===== config.mk =====
export PLATFORM = sky130hd
export DESIGN_NAME = shift_seq_ctrl
export DESIGN_NICKNAME = d
export VERILOG_FILES = /design/src/rtl/shift_seq_pkg.sv /design/src/rtl/sseq_piso.sv /design/src/rtl/shift_seq_ctrl.sv
export SDC_FILE = /design/constraint.sdc
export NUM_CORES = 1
export LEC_CHECK = 0
export ABC_AREA = 1
export CAP_MARGIN = 0
export CORE_MARGIN = 10
export CORE_UTILIZATION = 30
export CTS_BUF_LIST = sky130_fd_sc_hd__clkbuf_16
export DETAILED_ROUTE_END_ITERATION = 8
export GPL_ROUTABILITY_DRIVEN = 0
export SYNTH_ARGS = -nofsm -noshare
export SYNTH_HDL_FRONTEND = slang
export SYNTH_SLANG_ARGS = --single-unit
export TNS_END_PERCENT = 20

===== constraint.sdc =====
create_clock -name clk -period 2.7 [get_ports clk]
set_input_delay 0.405 -clock clk [delete_from_list [all_inputs] [get_ports clk]]
set_output_delay 0.405 -clock clk [all_outputs]
set_load 0.02 [all_outputs]

===== src/rtl/shift_seq_pkg.sv =====
// shift_seq_pkg: shared state encoding and counter width for the shift sequencer
package shift_seq_pkg;
  typedef enum logic [1:0] {IDLE, SHIFT, PAR, GAP} sseq_state_t;
  localparam int CNT_W = 4;
endpackage


===== src/rtl/sseq_piso.sv =====
// sseq_piso: right-shift parallel-load register presenting its LSB on q
module sseq_piso #(
  parameter int W = 4
) (
  input  logic         clk,
  input  logic         clrb,
  input  logic         load,
  input  logic [W-1:0] load_data,
  input  logic         shift_en,
  output logic         q
);
  logic [W-1:0] shreg;
  // load wins over shift; zeros enter at the top so a fully shifted register drives 0
  always_ff @(posedge clk or negedge clrb)
    if (!clrb) shreg <= '0;
    else if (load) shreg <= load_data;
    else if (shift_en) shreg <= {1'b0, shreg[W-1:1]};
  assign q = shreg[0];
endmodule


===== src/rtl/shift_seq_ctrl.sv =====
// shift_seq_ctrl: accepts a word over valid/ready and shifts it out LSB-first with done pulse and inter-word gap
// Build option SHIFT_SEQ_PARITY_EN appends an even-parity bit after the data bits.
module shift_seq_ctrl
  import shift_seq_pkg::*;
#(
  parameter int WIDTH = 4,
  parameter int GAP = 1
) (
  input  logic             clk,
  input  logic             clrb,
  input  logic             load_valid,
  output logic             load_ready,
  input  logic [WIDTH-1:0] load_data,
  output logic             sdo,
  output logic             sdo_valid,
  output logic             busy,
  output logic             done
);
`ifdef SHIFT_SEQ_PARITY_EN
  localparam logic PARITY = 1'b1;
  localparam int PW = WIDTH + 1;
  logic [PW-1:0] frame;
  assign frame = {^load_data, load_data};
`else
  localparam logic PARITY = 1'b0;
  localparam int PW = WIDTH;
  logic [PW-1:0] frame;
  assign frame = load_data;
`endif
  localparam sseq_state_t AFTER = (GAP == 0) ? IDLE : shift_seq_pkg::GAP;
  sseq_state_t state, nxt;
  logic [CNT_W-1:0] cnt, cnt_nxt;
  logic accept, last_bit, gap_end, frame_end;
  assign accept = load_valid && load_ready;
  assign last_bit = state == SHIFT && cnt == CNT_W'(WIDTH - 1);
  assign gap_end = state == shift_seq_pkg::GAP && cnt == CNT_W'(GAP - 1);
  assign frame_end = PARITY ? state == PAR : last_bit;
  // the parity bit rides in the top of the shift register, so sdo is always the register LSB
  sseq_piso #(.W(PW)) u_piso (
    .clk(clk),
    .clrb(clrb),
    .load(accept),
    .load_data(frame),
    .shift_en(state == SHIFT || state == PAR),
    .q(sdo)
  );
  // next state; the counter restarts on every state change and holds at zero in IDLE
  always_comb begin
    nxt = state;
    if (state == IDLE && accept) nxt = SHIFT;
    else if (last_bit) nxt = PARITY ? PAR : AFTER;
    else if (state == PAR) nxt = AFTER;
    else if (gap_end) nxt = IDLE;
    cnt_nxt = (nxt != state || state == IDLE) ? '0 : cnt + 1'b1;
  end
  // state and flags registered from the next state so every output is a flop
  always_ff @(posedge clk or negedge clrb)
    if (!clrb) begin
      state <= IDLE;
      cnt <= '0;
      load_ready <= 1'b0;
      sdo_valid <= 1'b0;
      busy <= 1'b0;
      done <= 1'b0;
    end else begin
      state <= nxt;
      cnt <= cnt_nxt;
      load_ready <= nxt == IDLE;
      sdo_valid <= nxt == SHIFT || nxt == PAR;
      busy <= nxt != IDLE;
      done <= frame_end;
    end
endmodule

Yosys cells after proc, flatten, opt, wreduce, memory -nomap -nowiden. Index checks and enable logic that the tools add are counted.

Multiplexer cells: 7. Reduce and logical (&&, ||, !) cells: 12. Eq/ne operators: 7. Add/sub/neg operators: 1.

Operators with widths (number): $mux W4 (3); $mux W2 (4); $eq A2 B2 Y1 const B (3); $add A4 B1 Y4 const B (1); $eq A2 B1 Y1 const B (2); $eq A4 B2 Y1 const B (1); $logic_and A1 B1 Y1 (4); $logic_not A2 Y1 (2); $logic_not A4 Y1 (1); $reduce_bool A2 Y1 (2); $logic_or A1 B1 Y1 (3); $ne A2 B2 Y1 (1).

Output and inout port bits: 5. Register bits after elaboration: 14. Input port bits: 7. Logic and storage cells: 34.

Longest topological paths before layout.
Depth after elaboration: 9. Gate-level depth with buffers: 11. Gate-level depth less buffers: 11.

By module. A second synthesis with hierarchy kept.

Cells, all modules: 79. Area, all modules: 704.4 µm².

Modules (own cells, without submodules): shift_seq_ctrl (area an instance 530.5 µm², cells each 58, sequential area each 250.2 µm², instances 1); sseq_piso (area an instance 173.9 µm², cells each 21, sequential area each 100.1 µm², instances 1).

Least setup slack after synthesis. Ideal clock, no wire load.

Path kind: register to register. Start point: reg state[1]. End point: reg sdo_valid. Data required time: 2.574 ns. Stages on the path, launching flop included: 11. Setup time: 0.126 ns. Slack: 1.146 ns. Clock period less this slack: 1.554 ns. Data arrival time: 1.428 ns. Buffers on the path: 0. Cell sequence: dfrtp_1 > clkinv_1 > ha_1 > nand2_1 > inv_1 > nand2_1 > nand2_1 > inv_2 > nand2_1 > a21oi_1 > ha_1.

Longest elaborated chain between the ends: 8. Elaborated cells between the ends (all ways): 14. Classes of those cells: 5 x eq/ne; 4 x mux; 5 x reduce/logical.

RTL lines: start, declared (line shift_seq_ctrl.sv:31) `sseq_state_t state, nxt;`; start signal, assigned (line shift_seq_ctrl.sv:66) `state <= nxt;`; $eq A2 B2 Y1 (line shift_seq_ctrl.sv:36) `assign gap_end = state == shift_seq_pkg::GAP && cnt == CNT_W'(GAP - 1);`; $logic_and A1 B1 Y1 (line shift_seq_ctrl.sv:36); $mux W2 (line shift_seq_ctrl.sv:53) `else if (gap_end) nxt = IDLE;`; $mux W2 (line shift_seq_ctrl.sv:52) `else if (state == PAR) nxt = AFTER;`; $mux W2 (line shift_seq_ctrl.sv:51) `else if (last_bit) nxt = PARITY ? PAR : AFTER;`; $mux W2 (*) (line shift_seq_ctrl.sv:50) `if (state == IDLE && accept) nxt = SHIFT;`; $eq A2 B1 Y1 / $eq A2 B2 Y1 (equally long branches) (line shift_seq_ctrl.sv:69) `sdo_valid <= nxt == SHIFT || nxt == PAR;`; $logic_or A1 B1 Y1 (*) (line shift_seq_ctrl.sv:69); end signal, assigned (line shift_seq_ctrl.sv:62) `sdo_valid <= 1'b0;`; end signal, assigned (line shift_seq_ctrl.sv:69); end, declared (line shift_seq_ctrl.sv:15) `output logic sdo_valid,`.

Mark *: on every way between the ends. The rest lies on a longest branch, timed or not. A chain may end at the register's enable or synchronous reset.

Final worst setup path. Ends and elaborated chain as after synthesis.

==> PnR_summary.wiki <==
{| class="wikitable"
! Metric !! Value
|-
| TNS Setup || 0 ns
|-
| Max Cap Violations || 0
|-
| Number of enable flip-flop cells after synthesis || 0
|-
| Hold buffer count at CTS || 0
|-
| Detailed-route DRC error count || 0
|-
| Clock Tree Buf Depth || 2
|-
| Initial Util || around a third
|-
| Proportion of synthesized chip area in sequential cells || a little under half
|-
| Max IR drop VDD || slightly below 0.6 mV
|-
| Final net count || roughly 120
|-
| Distinct cell type count of the synthesized netlist || 17
|-
| Remaining antenna violation count || 0
|-
| Static leakage || between 0.0004 and 0.0005 uW
|-
| Final hold violation count || 0
|-
| Number of post-CTS setup repair buffers || 0
|-
| Vias after detailed routing || 561
|-
| Die width || ~69 um
|-
| Setup violators final || 0
|-
| Cells along the critical path || clkinv_1 > ha_1 > nand2_1 > inv_1 > nand2_1 > nand2_1 > inv_2 > nand2_1 > a21oi_1 > ha_1
|-
| Number of sinks handled by clock tree synthesis || 14
|-
| Ratio of routed vias to standard cells || between 4 and 5
|-
| Path class of the lowest-slack min-delay path || register to register
|-
| Total of warnings raised by yosys || 0
|-
| First-pass detailed-route iteration total || 4
|-
| Clock input transition at the sequential cells of the worst setup and hold paths || 0.05 ns
|-
| Max-slew violation total from the final report || 0
|-
| Design Power || ~1100 uW
|-
| Most prevalent standard cell on the critical path || sky130_fd_sc_hd__nand2_1
|-
| Run status || finished clean
|-
| Io pins || 12
|-
| Required time of the critical path || 2.83 ns
|-
| Floorplan die area || 0.004821 mm^2
|-
| Clock Latency Late Sink || 0.24 ns
|-
| Via count of the first global-routing pass || a little under 600
|-
| Number of antenna violations at the first check in global routing || 0
|-
| Gate count after technology mapping || 86
|-
| Post-route fraction of the period consumed by the critical path || between 60% and 70%
|-
| Wire length reported by the detailed router || between 1000 and 1500 um
|-
| Number of violations reported at the end of detailed-routing iteration 0 || 22
|-
| TritonCTS clock tree || yes
|-
| Placeable core area || 0.002276 mm^2
|-
| Element type at the critical path start || register
|-
| Setup slack of the critical path after layout || about 0.95 ns
|-
| Number of buffers added by the clock tree synthesis step || 3
|-
| Delay contributed by the slowest stage of the critical path || between 0.4 and 0.5 ns
|-
| CTS resizes || 0
|-
| Worst Tran Pin Value || ~0.64 ns
|-
| Syn_nets || 100
|-
| Count of buffers inserted at the top-level ports || 11
|-
| Fraction of layout instances using a drive strength above 1 || ~11%
|-
| Rows || 17
|-
| Overall track demand over capacity in global routing || 6.511%
|-
| Worst Setup Slack post-DPL || 0.9557 ns
|-
| Synth Flop Type || sky130_fd_sc_hd__dfrtp_1
|-
| Antenna diodes || 0
|-
| Ranking of synthesized cells by area || sky130_fd_sc_hd__dfrtp_1 (48%), sky130_fd_sc_hd__ha_1 (12%), sky130_fd_sc_hd__nand2_1 (10%)
|-
| Share of the synthesized area in the top cell type || between 40 and 50%
|-
| Maximum operating frequency || ~0.57 GHz
|-
| GRT Residual Overflow || 0
|-
| Cell area power density || roughly 1100 mW/mm^2
|-
| DP HPWL || about 1100 um
|-
| Endpoint arrival time on the critical path || approximately 1.9 ns
|-
| Max-slew headroom at the worst pin || a little under three fifths
|-
| Wire length of the first global-routing pass || around 2600 um
|-
| Critical path class || register to register
|-
| Fraction of synthesis flops using an asynchronous set or reset pin || 100.0%
|-
| Post-detailed-route wirelength per cell || 10.73 um
|-
| Final min period || roughly 1.7 ns
|-
| Height of the chip || ~70 um
|-
| Pin count of the biggest net entering global routing || 15
|-
| Worst Setup End Kind || register
|-
| Master of the slowest instance on the critical path || sky130_fd_sc_hd__dfrtp_1
|-
| Netlist Area Pre-Place || ~730 um^2
|-
| Leading area contributor after synthesis || sky130_fd_sc_hd__dfrtp_1
|-
| Synthesized flop and latch total || 14
|-
| Max Clock Skew || around 0.00082 ns
|-
| Master cell of the clock root buffer || sky130_fd_sc_hd__clkbuf_16
|-
| Maximum fanout count along the critical path || 6
|-
| Area grow syn2layout || 30.55%
|-
| Unrepaired setup endpoints after global routing || no
|-
| Syn_area_per_cell || between 8 and 9 um^2
|-
| Total number of H-tree levels || 1
|}
## state kept, by name, summed over array words and instances (netlist names)
signal and count:
cnt 4, sdo_valid 1, busy 1, done 1, state 2, load_ready 1
u_piso.shreg 4
## stage by stage
step                      std cells  hold WS (ns)  utilization [%]  cell area, um^2
after floorplan                  86        0.1094                -            733.2
final                           129        0.4943            42.06            957.2
after global routing            129        0.5485            42.06            957.2
after CTS                       129        0.4904            42.06            957.2
after detailed placement        125        0.4837            38.59            878.3
after global placement          125        0.4750            38.59            878.3
## layout make-up
class / count / area (um^2)
Fill cell: 234 / 1319
Sequential cell: 14 / 350.3
Multi-Input combinational cell: 55 / 319.1
Timing Repair Buffer: 11 / 110.1
Clock buffer: 3 / 75.07
Inverter: 17 / 63.81
Tap cell: 28 / 35.03
Clock inverter: 1 / 3.754
## final timing paths
check / start / endpoint / slack, ns / depth (start not counted)
hold reg to reg: cnt[0]$_DFF_PN0_ / cnt[0]$_DFF_PN0_ / 0.49 / 1
setup / recovery: state[1]$_DFF_PN0_ / sdo_valid$_DFF_PN0_ / 0.95 / 10
hold / removal: cnt[0]$_DFF_PN0_ / cnt[0]$_DFF_PN0_ / 0.49 / 1
setup reg to reg: state[1]$_DFF_PN0_ / sdo_valid$_DFF_PN0_ / 0.95 / 10
max in group asynchronous: clrb / u_piso.shreg[1]$_DFFE_PN0P_ / 1.73 / 1
min in group asynchronous: clrb / sdo_valid$_DFF_PN0_ / 0.56 / 1
## cell families (layout without fill, tap and decap cells)
group	Yosys count	after routing	synth area share (%)
AO/OA/AOI/OAI	5	5	3.753
XOR/XNOR	2	2	2.390
adder cells (fa/ha/maj)	7	7	11.94
buffers and inverters	17	32	8.703
flip-flops	14	14	47.78
AND/OR/NAND/NOR	41	41	25.43
## critical path, delay by kind of cell, from the launching register on
| kind | cells | cell delay, ns |
|---|---|---|
| compound gates | 1 | 0.16 |
| fa+ha+maj | 2 | 0.46 |
| buf+inv | 3 | 0.29 |
| flops | 1 | 0.45 |
| simple gates | 4 | 0.26 |
## Yosys cell counts (2+ instances only)
cell                      instances
sky130_fd_sc_hd__nand2_1         20
sky130_fd_sc_hd__dfrtp_1         14
sky130_fd_sc_hd__inv_1           14
sky130_fd_sc_hd__ha_1             7
sky130_fd_sc_hd__nand3_1          7
sky130_fd_sc_hd__nor2_1           7
sky130_fd_sc_hd__a21oi_1          2
sky130_fd_sc_hd__a31oi_1          2
sky130_fd_sc_hd__inv_2            2
sky130_fd_sc_hd__nand2_2          2
sky130_fd_sc_hd__nand3_2          2
sky130_fd_sc_hd__nor2_2           2
## placed cells by master, fill, tap and decap left out
cell	netlist	final
sky130_fd_sc_hd__clkinv_1	1	2
sky130_fd_sc_hd__nand3_1	7	7
sky130_fd_sc_hd__nor3_1	1	1
sky130_fd_sc_hd__nand3_2	2	2
sky130_fd_sc_hd__dfrtp_1	14	14
sky130_fd_sc_hd__xnor2_1	1	1
sky130_fd_sc_hd__inv_1	14	14
sky130_fd_sc_hd__xor2_1	1	1
sky130_fd_sc_hd__nor2_2	2	2
sky130_fd_sc_hd__a31oi_1	2	2
sky130_fd_sc_hd__nand2_1	20	20
sky130_fd_sc_hd__ha_1	7	7
sky130_fd_sc_hd__nand2_2	2	2
sky130_fd_sc_hd__clkdlybuf4s50_1	0	11
sky130_fd_sc_hd__o21ai_0	1	1
sky130_fd_sc_hd__clkbuf_16	0	3
sky130_fd_sc_hd__nor2_1	7	7
sky130_fd_sc_hd__inv_2	2	2
sky130_fd_sc_hd__a21oi_1	2	2
## where the power goes
| part | switching, uW | internal (uW) | total [uW] |
|---|---|---|---|
| logic | 271 | 183 | 454 |
| clock network | 83.9 | 196 | 280 |
| registers | 59.8 | 284 | 344 |
## per-layer routing
metal / vias up / track usage, % / part of all wire, %
met2: 15 / 9.778 / 44
met3: 5 / 3.566 / 8.1
met5: - / 0 / 0
li1: 293 / - / -
met1: 248 / 6.952 / 45
met4: 0 / 3.991 / 2.5
(Power assumes the default switching activity.)
